===== src/rtl/vga_text_fetch.sv =====
// Text-mode character fetch and pixel shifter: fetches one cell ahead from text RAM and the font ROM.
// Optional cursor (blinking fg/bg swap) is enabled with `define CURSOR_EN.
module vga_text_fetch (
  input  logic        pclk,
  input  logic        rst,
  input  logic [9:0]  col,
  input  logic [9:0]  row,
  input  logic        blank_n,
  input  logic        shload_n,
  output logic        vram_req,
  output logic [11:0] vram_addr,
  input  logic        vram_ack,
  input  logic [15:0] vram_data,
  output logic [11:0] font_addr,
  input  logic [7:0]  font_data,
`ifdef CURSOR_EN
  input  logic [6:0]  cursor_col,
  input  logic [4:0]  cursor_row,
`endif
  output logic [3:0]  pix,
  output logic        underrun
);

  typedef enum logic [2:0] {IDLE, REQ, FONT, FCAP, READY} state_t;

  state_t      state_q, state_d;
  logic        vram_req_q, vram_req_d;
  logic [11:0] vram_addr_q, vram_addr_d;
  logic [11:0] font_addr_q, font_addr_d;
  logic [3:0]  lnib_q, lnib_d;
  logic [3:0]  fg_q, fg_d, bg_q, bg_d;
  logic [7:0]  hold_pat_q, hold_pat_d;
  logic [3:0]  hold_fg_q, hold_fg_d, hold_bg_q, hold_bg_d;
  logic        hold_valid_q, hold_valid_d;
  logic [7:0]  sh_q, sh_d;
  logic [3:0]  sh_fg_q, sh_fg_d, sh_bg_q, sh_bg_d;
  logic [3:0]  pix_q, pix_d;
  logic        underrun_q, underrun_d;
  logic        armed_q, armed_d;
  logic        swap;

  logic        trig;
  logic [6:0]  cell_t;
  logic [9:0]  row_inc, line_t;
  logic        skip_t;
  logic [11:0] addr_t;

  assign trig    = ~shload_n;
  assign cell_t  = (col[9:3] == 7'd99) ? 7'd0 : col[9:3] + 7'd1;
  assign row_inc = (row == 10'd524) ? 10'd0 : row + 10'd1;
  assign line_t  = (cell_t == 7'd0) ? row_inc : row;
  assign skip_t  = (cell_t >= 7'd80) || (line_t >= 10'd480);
  assign addr_t  = 12'(line_t[8:4]) * 12'd80 + 12'(cell_t);

`ifdef CURSOR_EN
  logic [5:0] frame_q, frame_d;
  logic       cur_hit_q, cur_hit_d;
  assign frame_d = frame_q + {5'd0, (row == 10'd0) && (col == 10'd0)};
  assign swap    = cur_hit_q & frame_q[5];
  always_ff @(posedge pclk) begin
    if (rst) begin
      frame_q   <= '0;
      cur_hit_q <= 1'b0;
    end else begin
      frame_q   <= frame_d;
      cur_hit_q <= cur_hit_d;
    end
  end
`else
  logic unused_col;
  assign unused_col = &{1'b0, col[2:0]};
  assign swap       = 1'b0;
`endif

  always_comb begin
    state_d      = state_q;
    vram_req_d   = vram_req_q;
    vram_addr_d  = vram_addr_q;
    font_addr_d  = font_addr_q;
    lnib_d       = lnib_q;
    fg_d         = fg_q;
    bg_d         = bg_q;
    hold_pat_d   = hold_pat_q;
    hold_fg_d    = hold_fg_q;
    hold_bg_d    = hold_bg_q;
    hold_valid_d = hold_valid_q;
    underrun_d   = underrun_q;
    armed_d      = armed_q;
    sh_d         = {sh_q[6:0], 1'b0};
    sh_fg_d      = sh_fg_q;
    sh_bg_d      = sh_bg_q;
    pix_d        = blank_n ? 4'd0 : (sh_q[7] ? sh_fg_q : sh_bg_q);
`ifdef CURSOR_EN
    cur_hit_d    = cur_hit_q;
`endif

    case (state_q)
      REQ: if (vram_ack) begin
        state_d     = FONT;
        vram_req_d  = 1'b0;
        font_addr_d = {vram_data[7:0], lnib_q};
        fg_d        = vram_data[11:8];
        bg_d        = vram_data[15:12];
      end
      FONT: state_d = FCAP;
      FCAP: begin
        hold_pat_d   = font_data;
        hold_fg_d    = swap ? bg_q : fg_q;
        hold_bg_d    = swap ? fg_q : bg_q;
        hold_valid_d = 1'b1;
        state_d      = READY;
      end
      default: ;
    endcase

    // A trigger overrides whatever fetch is in flight and retargets the FSM.
    if (trig) begin
      if (!hold_valid_q && armed_q) begin
        underrun_d = 1'b1;
        sh_d       = '0;
        sh_fg_d    = '0;
        sh_bg_d    = '0;
      end else begin
        sh_d       = hold_pat_q;
        sh_fg_d    = hold_fg_q;
        sh_bg_d    = hold_bg_q;
      end
      hold_valid_d = 1'b0;
      armed_d      = 1'b1;
      if (skip_t) begin
        hold_pat_d   = '0;
        hold_fg_d    = '0;
        hold_bg_d    = '0;
        hold_valid_d = 1'b1;
        vram_req_d   = 1'b0;
        state_d      = READY;
      end else begin
        vram_req_d   = 1'b1;
        vram_addr_d  = addr_t;
        lnib_d       = line_t[3:0];
        state_d      = REQ;
`ifdef CURSOR_EN
        cur_hit_d    = (cell_t == cursor_col) && (line_t[8:4] == cursor_row);
`endif
      end
    end
  end

  always_ff @(posedge pclk) begin
    if (rst) begin
      state_q      <= IDLE;
      vram_req_q   <= 1'b0;
      vram_addr_q  <= '0;
      font_addr_q  <= '0;
      lnib_q       <= '0;
      fg_q         <= '0;
      bg_q         <= '0;
      hold_pat_q   <= '0;
      hold_fg_q    <= '0;
      hold_bg_q    <= '0;
      hold_valid_q <= 1'b0;
      sh_q         <= '0;
      sh_fg_q      <= '0;
      sh_bg_q      <= '0;
      pix_q        <= '0;
      underrun_q   <= 1'b0;
      armed_q      <= 1'b0;
    end else begin
      state_q      <= state_d;
      vram_req_q   <= vram_req_d;
      vram_addr_q  <= vram_addr_d;
      font_addr_q  <= font_addr_d;
      lnib_q       <= lnib_d;
      fg_q         <= fg_d;
      bg_q         <= bg_d;
      hold_pat_q   <= hold_pat_d;
      hold_fg_q    <= hold_fg_d;
      hold_bg_q    <= hold_bg_d;
      hold_valid_q <= hold_valid_d;
      sh_q         <= sh_d;
      sh_fg_q      <= sh_fg_d;
      sh_bg_q      <= sh_bg_d;
      pix_q        <= pix_d;
      underrun_q   <= underrun_d;
      armed_q      <= armed_d;
    end
  end

  // A request still pending at a trigger is abandoned, so it is masked in that cycle.
  assign vram_req  = vram_req_q & shload_n;
  assign vram_addr = vram_addr_q;
  assign font_addr = font_addr_q;
  assign pix       = pix_q;
  assign underrun  = underrun_q;

endmodule


===== config.mk =====
export PLATFORM = sky130hd
export DESIGN_NAME = vga_text_fetch
export DESIGN_NICKNAME = d
export VERILOG_FILES = /design/src/rtl/vga_text_fetch.sv
export SDC_FILE = /design/constraint.sdc
export NUM_CORES = 1
export LEC_CHECK = 0
export CAP_MARGIN = 20
export CELL_PAD_IN_SITES_DETAIL_PLACEMENT = 1
export CELL_PAD_IN_SITES_GLOBAL_PLACEMENT = 1
export CORE_MARGIN = 2
export CORE_UTILIZATION = 34
export DETAILED_ROUTE_END_ITERATION = 16
export GPL_TIMING_DRIVEN = 0
export PLACE_DENSITY_LB_ADDON = 0.1
export SETUP_SLACK_MARGIN = 0.4
export SLEW_MARGIN = 20
export SYNTH_ARGS = -nofsm -noshare
export SYNTH_HDL_FRONTEND = slang
export SYNTH_SLANG_ARGS = --single-unit

===== constraint.sdc =====
create_clock -name pclk -period 4.8 [get_ports pclk]
set_clock_uncertainty 0.2 [all_clocks]
set_input_delay 0.72 -clock pclk [delete_from_list [all_inputs] [get_ports pclk]]
set_output_delay 0.72 -clock pclk [all_outputs]
set_load 0.02 [all_outputs]

; After elaboration in Yosys (flattened, before gate mapping)
; Index checks and enable logic that the tools add are counted.
[totals]
reg_bits = 79
inputBits = 49
[classes]
muxes = 28
order_cmp = 2
n_reduce_logical = 11
bitwise_logic = 3
add_sub_neg = 3
eq_ne = 10
mul = 1
[ops]
columns = op, count
row1 = 8-bit two-way mux, 5
row2 = 4-bit two-way mux, 9
row3 = 10-bit two-way mux, 2
row4 = 12-bit by 7-bit adder with 12-bit output, 1
row5 = 10-bit by 1-bit adder with 10-bit output (second input constant), 1
row6 = 10-bit == test (second input constant), 1
row7 = 10-bit by 9-bit greater-or-equal comparator with 1-bit output (second input constant), 1
row8 = 2-bit AND reduction, 5
row9 = 3-bit two-way mux, 3
row10 = 3-bit one-hot mux with 3 select lines, 1
row11 = 5-bit by 3-bit multiplier with 8-bit output (second input constant), 1
row12 = 7-bit by 1-bit adder with 7-bit output (second input constant), 1
row13 = 7-bit == test (second input constant), 1
row14 = 7-bit greater-or-equal comparator (second input constant), 1
row15 = 7-bit logical NOT, 1
row16 = 1-bit two-way mux, 7
row17 = 7-bit two-way mux, 1
row18 = 3-bit by 2-bit == test with 1-bit output (second input constant), 2
row19 = 2-bit by 1-bit != test with 1-bit output (second input constant), 3
row20 = 4-bit by 1-bit != test with 1-bit output (second input constant), 1
row21 = 3-bit by 1-bit == test with 1-bit output (second input constant), 1
row22 = 3-bit != test (second input constant), 1
row23 = 3-bit OR reduction, 1
row24 = 1-bit NOT, 2
row25 = other kinds (5), 5

; Longest topological paths before layout
[depth]
word_depth = 8
mapped_depth = 18
ltp_nobuf = 18

; Worst setup path before layout
; Ideal clock, no wire load.
[synth_timing]
path_type = in2reg
startpoint = input port col[3]
endpoint = register vram_addr_q[10] (netlist: vram_addr[10])
stages = 17
t_arrival_ns = 4.714
path_slack_ns = -0.184
t_required_ns = 4.529
cell_sequence = ha_1 -> and3_1 -> mux2_2 -> o21bai_1 -> or2_2 -> clkbuf_1 -> nor3_1 -> xor2_1 -> ha_1 -> ha_1 -> fa_1 -> xnor2_1 -> nor3b_1 -> xnor2_1 -> nor3_1 -> or4b_1 -> a21oi_1
[synth_via]
elab_chain_cells = 8
word_cells_on_any_way = 12
classes_between = add/sub (2) / mul (1) / order compare (2) / eq/ne (1) / mux (2) / bitwise (1) / reduce/logical (3)
[synth_lines]
columns = element, line_no
row1 = "start, declared", 6  ; input logic [9:0] col,
row2 = 7-bit by 1-bit adder with 7-bit output or 7-bit == test (tied branches), 49  ; assign cell_t = (col[9:3] == 7'd99) ? 7'd0 : col[9:3] + 7'd1;
row3 = 7-bit two-way mux (*), 49
row4 = "parallel branches: the longest is 6 deep, another holds 12-bit by 7-bit adder with 12-bit output", n/a
row5 = "end signal, assigned", 171  ; vram_addr_q <= vram_addr_d;
row6 = "end, declared", 28  ; logic [11:0] vram_addr_q, vram_addr_d;
; Every way passes the cells marked *.
; A chain may end at the register's enable or synchronous reset.

; Worst setup path in the final report
; Same ends and word-level chain as after synthesis.

==> results_dict.tcl <==
set metrics [dict create \
    status "finished clean" \
    syn_nets 497 \
    synth_cell_type_count 56 \
    finalMaxSlewViolations 0 \
    stdcell_count 678 \
    die_x_um 109 \
    cp-end-kind "flop" \
    insertedDiodeCount 0 \
    cp_cell_sequence "buf_12, ha_4, or3_1, o31ai_4, a31oi_4, buf_6, or3_4, o31ai_4, ha_1, ha_4, fa_2, xnor2_4, nor3b_4, xnor2_1, nor3_1, or4b_1, a21oi_1" \
    drive_gt1_frac 0.152 \
    start_kind "input port" \
    vias 3464 \
    clk_latency_ns 0.34 \
    fmax_mhz 226 \
    cts_hold_buf 0 \
    rows 38 \
    cp_max_fo 6 \
    avgSynthCellArea_sq_um 8.64 \
    met1_usage 0.219 \
    crit_start "col[3]" \
    viasPerCell 5.11 \
    tightest_slew_ns 0.818 \
    htree_levels 3 \
    yosys_register_bits 79 \
    pin_count 79 \
    cts-root-buf "clkbuf_8" \
    ant_nets 0 \
    antenna_found_initial 0 \
    syn-cell-area_sq_mm 0.00374 \
    drc 0 \
    gr-usage-met3 0.0299 \
    rsz0062_at_grt "yes" \
    final_cell_mix "dfxtp_1, clkdlybuf4s50_1, nand2_1, a21oi_1, mux2i_1" \
    synth-edff-count 0 \
    clockBufferDepth 2 \
    numPortBuffers 73 \
    period_needed_ns 4.42 \
    max-cap-violations 0 \
    synthArstFlopShare 0 \
    timing.final.hold_violations 0 \
    crit_buf_inv 2 \
    dr.pass1.iters 4 \
    cts_sinks 79 \
    met2_usage 0.342 \
    setup_viol 0 \
    grt_usage 0.188 \
    start_util 0.347 \
    max-vdd-ir-drop_v 0.000129 \
    cp.arrival_ns 4.49 \
    min_path_type "flop to flop" \
    cts_tree "done" \
    cts.clk_slew.worst_paths_ns 0.08 \
    detail_route.wl_per_cell_um 15.9 \
    cts_buffers 9 \
    fin_crit_sh 0.921 \
    fillers 1258 \
    reg2reg_from "state_q[0]$_SDFFE_PP0P_" \
    tns_ns 0 \
    ys.flop_type "dfxtp_1" \
    worst_path_largest_cell_delay_ns 0.49 \
    required_ns 4.88 \
    cp.depth 17 \
    grt_overflow 0 \
    fin_nets 600 \
    grt.busiest_layer "met2" \
    coreArea_sq_mm 0.0108 \
    dp.cells 646 \
    utilization 0.481 \
    layout_commonest_cell "dfxtp_1" \
    crit_type "input port to flop" \
    ys_seq_area_frac 0.423 \
    die_area_sq_mm 0.0119 \
    crit_end "vram_addr[10]$_SDFFE_PP0P_" \
    reg2reg_to "hold_valid_q$_SDFFE_PP0P_" \
    p_leak_nw 2.03 \
    grt_pass1_wl_mm 17.3 \
    grt_max_degree 12 \
    area_growth_pct 38.7 \
    drt_wl_total_mm 10.8 \
    rr_worst_depth 6 \
    grt_pass1_vias 3591 \
    drt_first_iter_violations 82 \
    synth-warning-count 0 \
    die_h_um 109 \
    synthCells 433 \
    place_congestion 0.780 \
    rrSetupSlack_ns 2.65 \
    dpl.hpwl_mm 7.87 \
    slew_headroom 0.450 \
    crit_slowest_cell "or4b_1" \
    power.density_mw_per_mm2 259 \
    crit_family "simple AND/OR/NAND/NOR gates" \
]
## layout make-up
type	instances	area (sq um)	area share
Inverter	8	30.0	0.00578
Sequential cell	79	1580	0.305
Timing Repair Buffer	92	876	0.169
Multi-Input combinational cell	320	2270	0.436
Clock buffer	11	141	0.0272
Clock inverter	2	10.0	0.00193
Buffer	26	113	0.0217
Tap cell	140	175	0.0337
## sequential cells by signal, indices dropped and copies added (netlist names), 4 cells and up
name	count
hold_pat_q	8
hold_bg_q	4
hold_fg_q	4
pix	4
sh_q	8
sh_fg_q	4
sh_bg_q	4
vram_addr	12
lnib_q	4
fg_q	4
bg_q	4
font_addr	12
## kinds of logic (layout without fill, tap and decap cells)
group                      Yosys count  in the layout  synth area share
buffers and inverters               34            139            0.0351
muxes                               36             36            0.0966
and+or+nand+nor                    171            171             0.225
adders and majority gates           15             15            0.0542
xor gates and xnor gates            11             11            0.0257
AOI/OAI and AO/OA                   87             87             0.140
DFF                                 79             79             0.423
## through the flow
| step | area, sq um | setup slack, ns | hold slack (ns) | power [W] |
|---|---|---|---|---|
| floorplan | 3850 | 0.368 | 0.228 | 0.000822 |
| global placement | 4750 | -0.710 | 0.240 | 0.000918 |
| detailed placement | 4750 | -0.770 | 0.246 | 0.000922 |
| CTS | 5090 | 0.315 | 0.256 | 0.00135 |
| global route | 5190 | 0.285 | 0.273 | 0.00141 |
| finish | 5190 | 0.381 | 0.255 | 0.00134 |
## timing repair
action / in CTS / in global routing
endpoints found under the setup margin: 5 / 3
resized for setup: 48 / 22
pin swaps: 18 / 21
setup buffers: 14 / 5
## power by group
group	leakage [nW]	total, W	switching (W)	internal (W)
Sequential	0.640	0.000680	0.00000904	0.000671
Combinational	1.31	0.000256	0.000134	0.000121
Clock	0.0809	0.000407	0.000215	0.000192
Total	2.03	0.00134	0.000358	0.000984
## per-layer routing
metal,vias to the layer above,wire length [um]
met5,-,0
met4,0,237
met3,19,241
met2,54,5680
met1,1660,4600
li1,1731,-
## tightest hold or removal path, cell delays in order (launching register included)
cell	delay (ns)
dfxtp_1	0.31
nand2_1	0.05
a21oi_1	0.05
## worst min path at each step
| stage | depth (start not counted) | slack (ns) | startpoint | endpoint |
|---|---|---|---|---|
| final | 2 | 0.26 | font_addr[2]$_SDFFE_PP0P_ | font_addr[2]$_SDFFE_PP0P_ |
| after global routing | 2 | 0.27 | fg_q[3]$_SDFFE_PP0P_ | fg_q[3]$_SDFFE_PP0P_ |
| after CTS | 2 | 0.26 | font_addr[2]$_SDFFE_PP0P_ | font_addr[2]$_SDFFE_PP0P_ |
| after detailed placement | 2 | 0.25 | font_addr[2]$_SDFFE_PP0P_ | font_addr[2]$_SDFFE_PP0P_ |
| after global placement | 2 | 0.24 | armed_q$_SDFFE_PP0N_ | armed_q$_SDFFE_PP0N_ |
| after floorplan | 2 | 0.23 | lnib_q[2]$_SDFFE_PP0P_ | font_addr[2]$_SDFFE_PP0P_ |
## synthesized netlist by cell type (2+ instances only)
master    number  share of area
nor2b_1        2         0.0033
nand3b_1       2         0.0040
nand3_1       10          0.013
nand2_1       58          0.058
inv_1          8         0.0080
a21o_1         4         0.0080
fa_1           2          0.011
o21ai_0       16          0.021
nand4_1        3         0.0050
o31a_1         2         0.0047
a211oi_1       4         0.0080
or3_1          4         0.0067
and3b_1        2         0.0047
nor4_1         4         0.0067
xor2_1         4         0.0094
ha_1          13          0.043
xnor2_1        7          0.016
buf_2          3         0.0040
mux2i_1       35          0.094
a31oi_1        2         0.0033
dfxtp_1       79           0.42
nand2b_1       4         0.0067
nor3_1        28          0.037
or4_1          2         0.0040
o31ai_1        2         0.0040
nor2_1        35          0.035
clkbuf_1      18          0.018
buf_1          5         0.0050
a21oi_1       41          0.055
and3_1         4         0.0067
or2_2          2         0.0033
a311oi_1       4         0.0094
No activity file was read; power rests on OpenSTA's default activity.
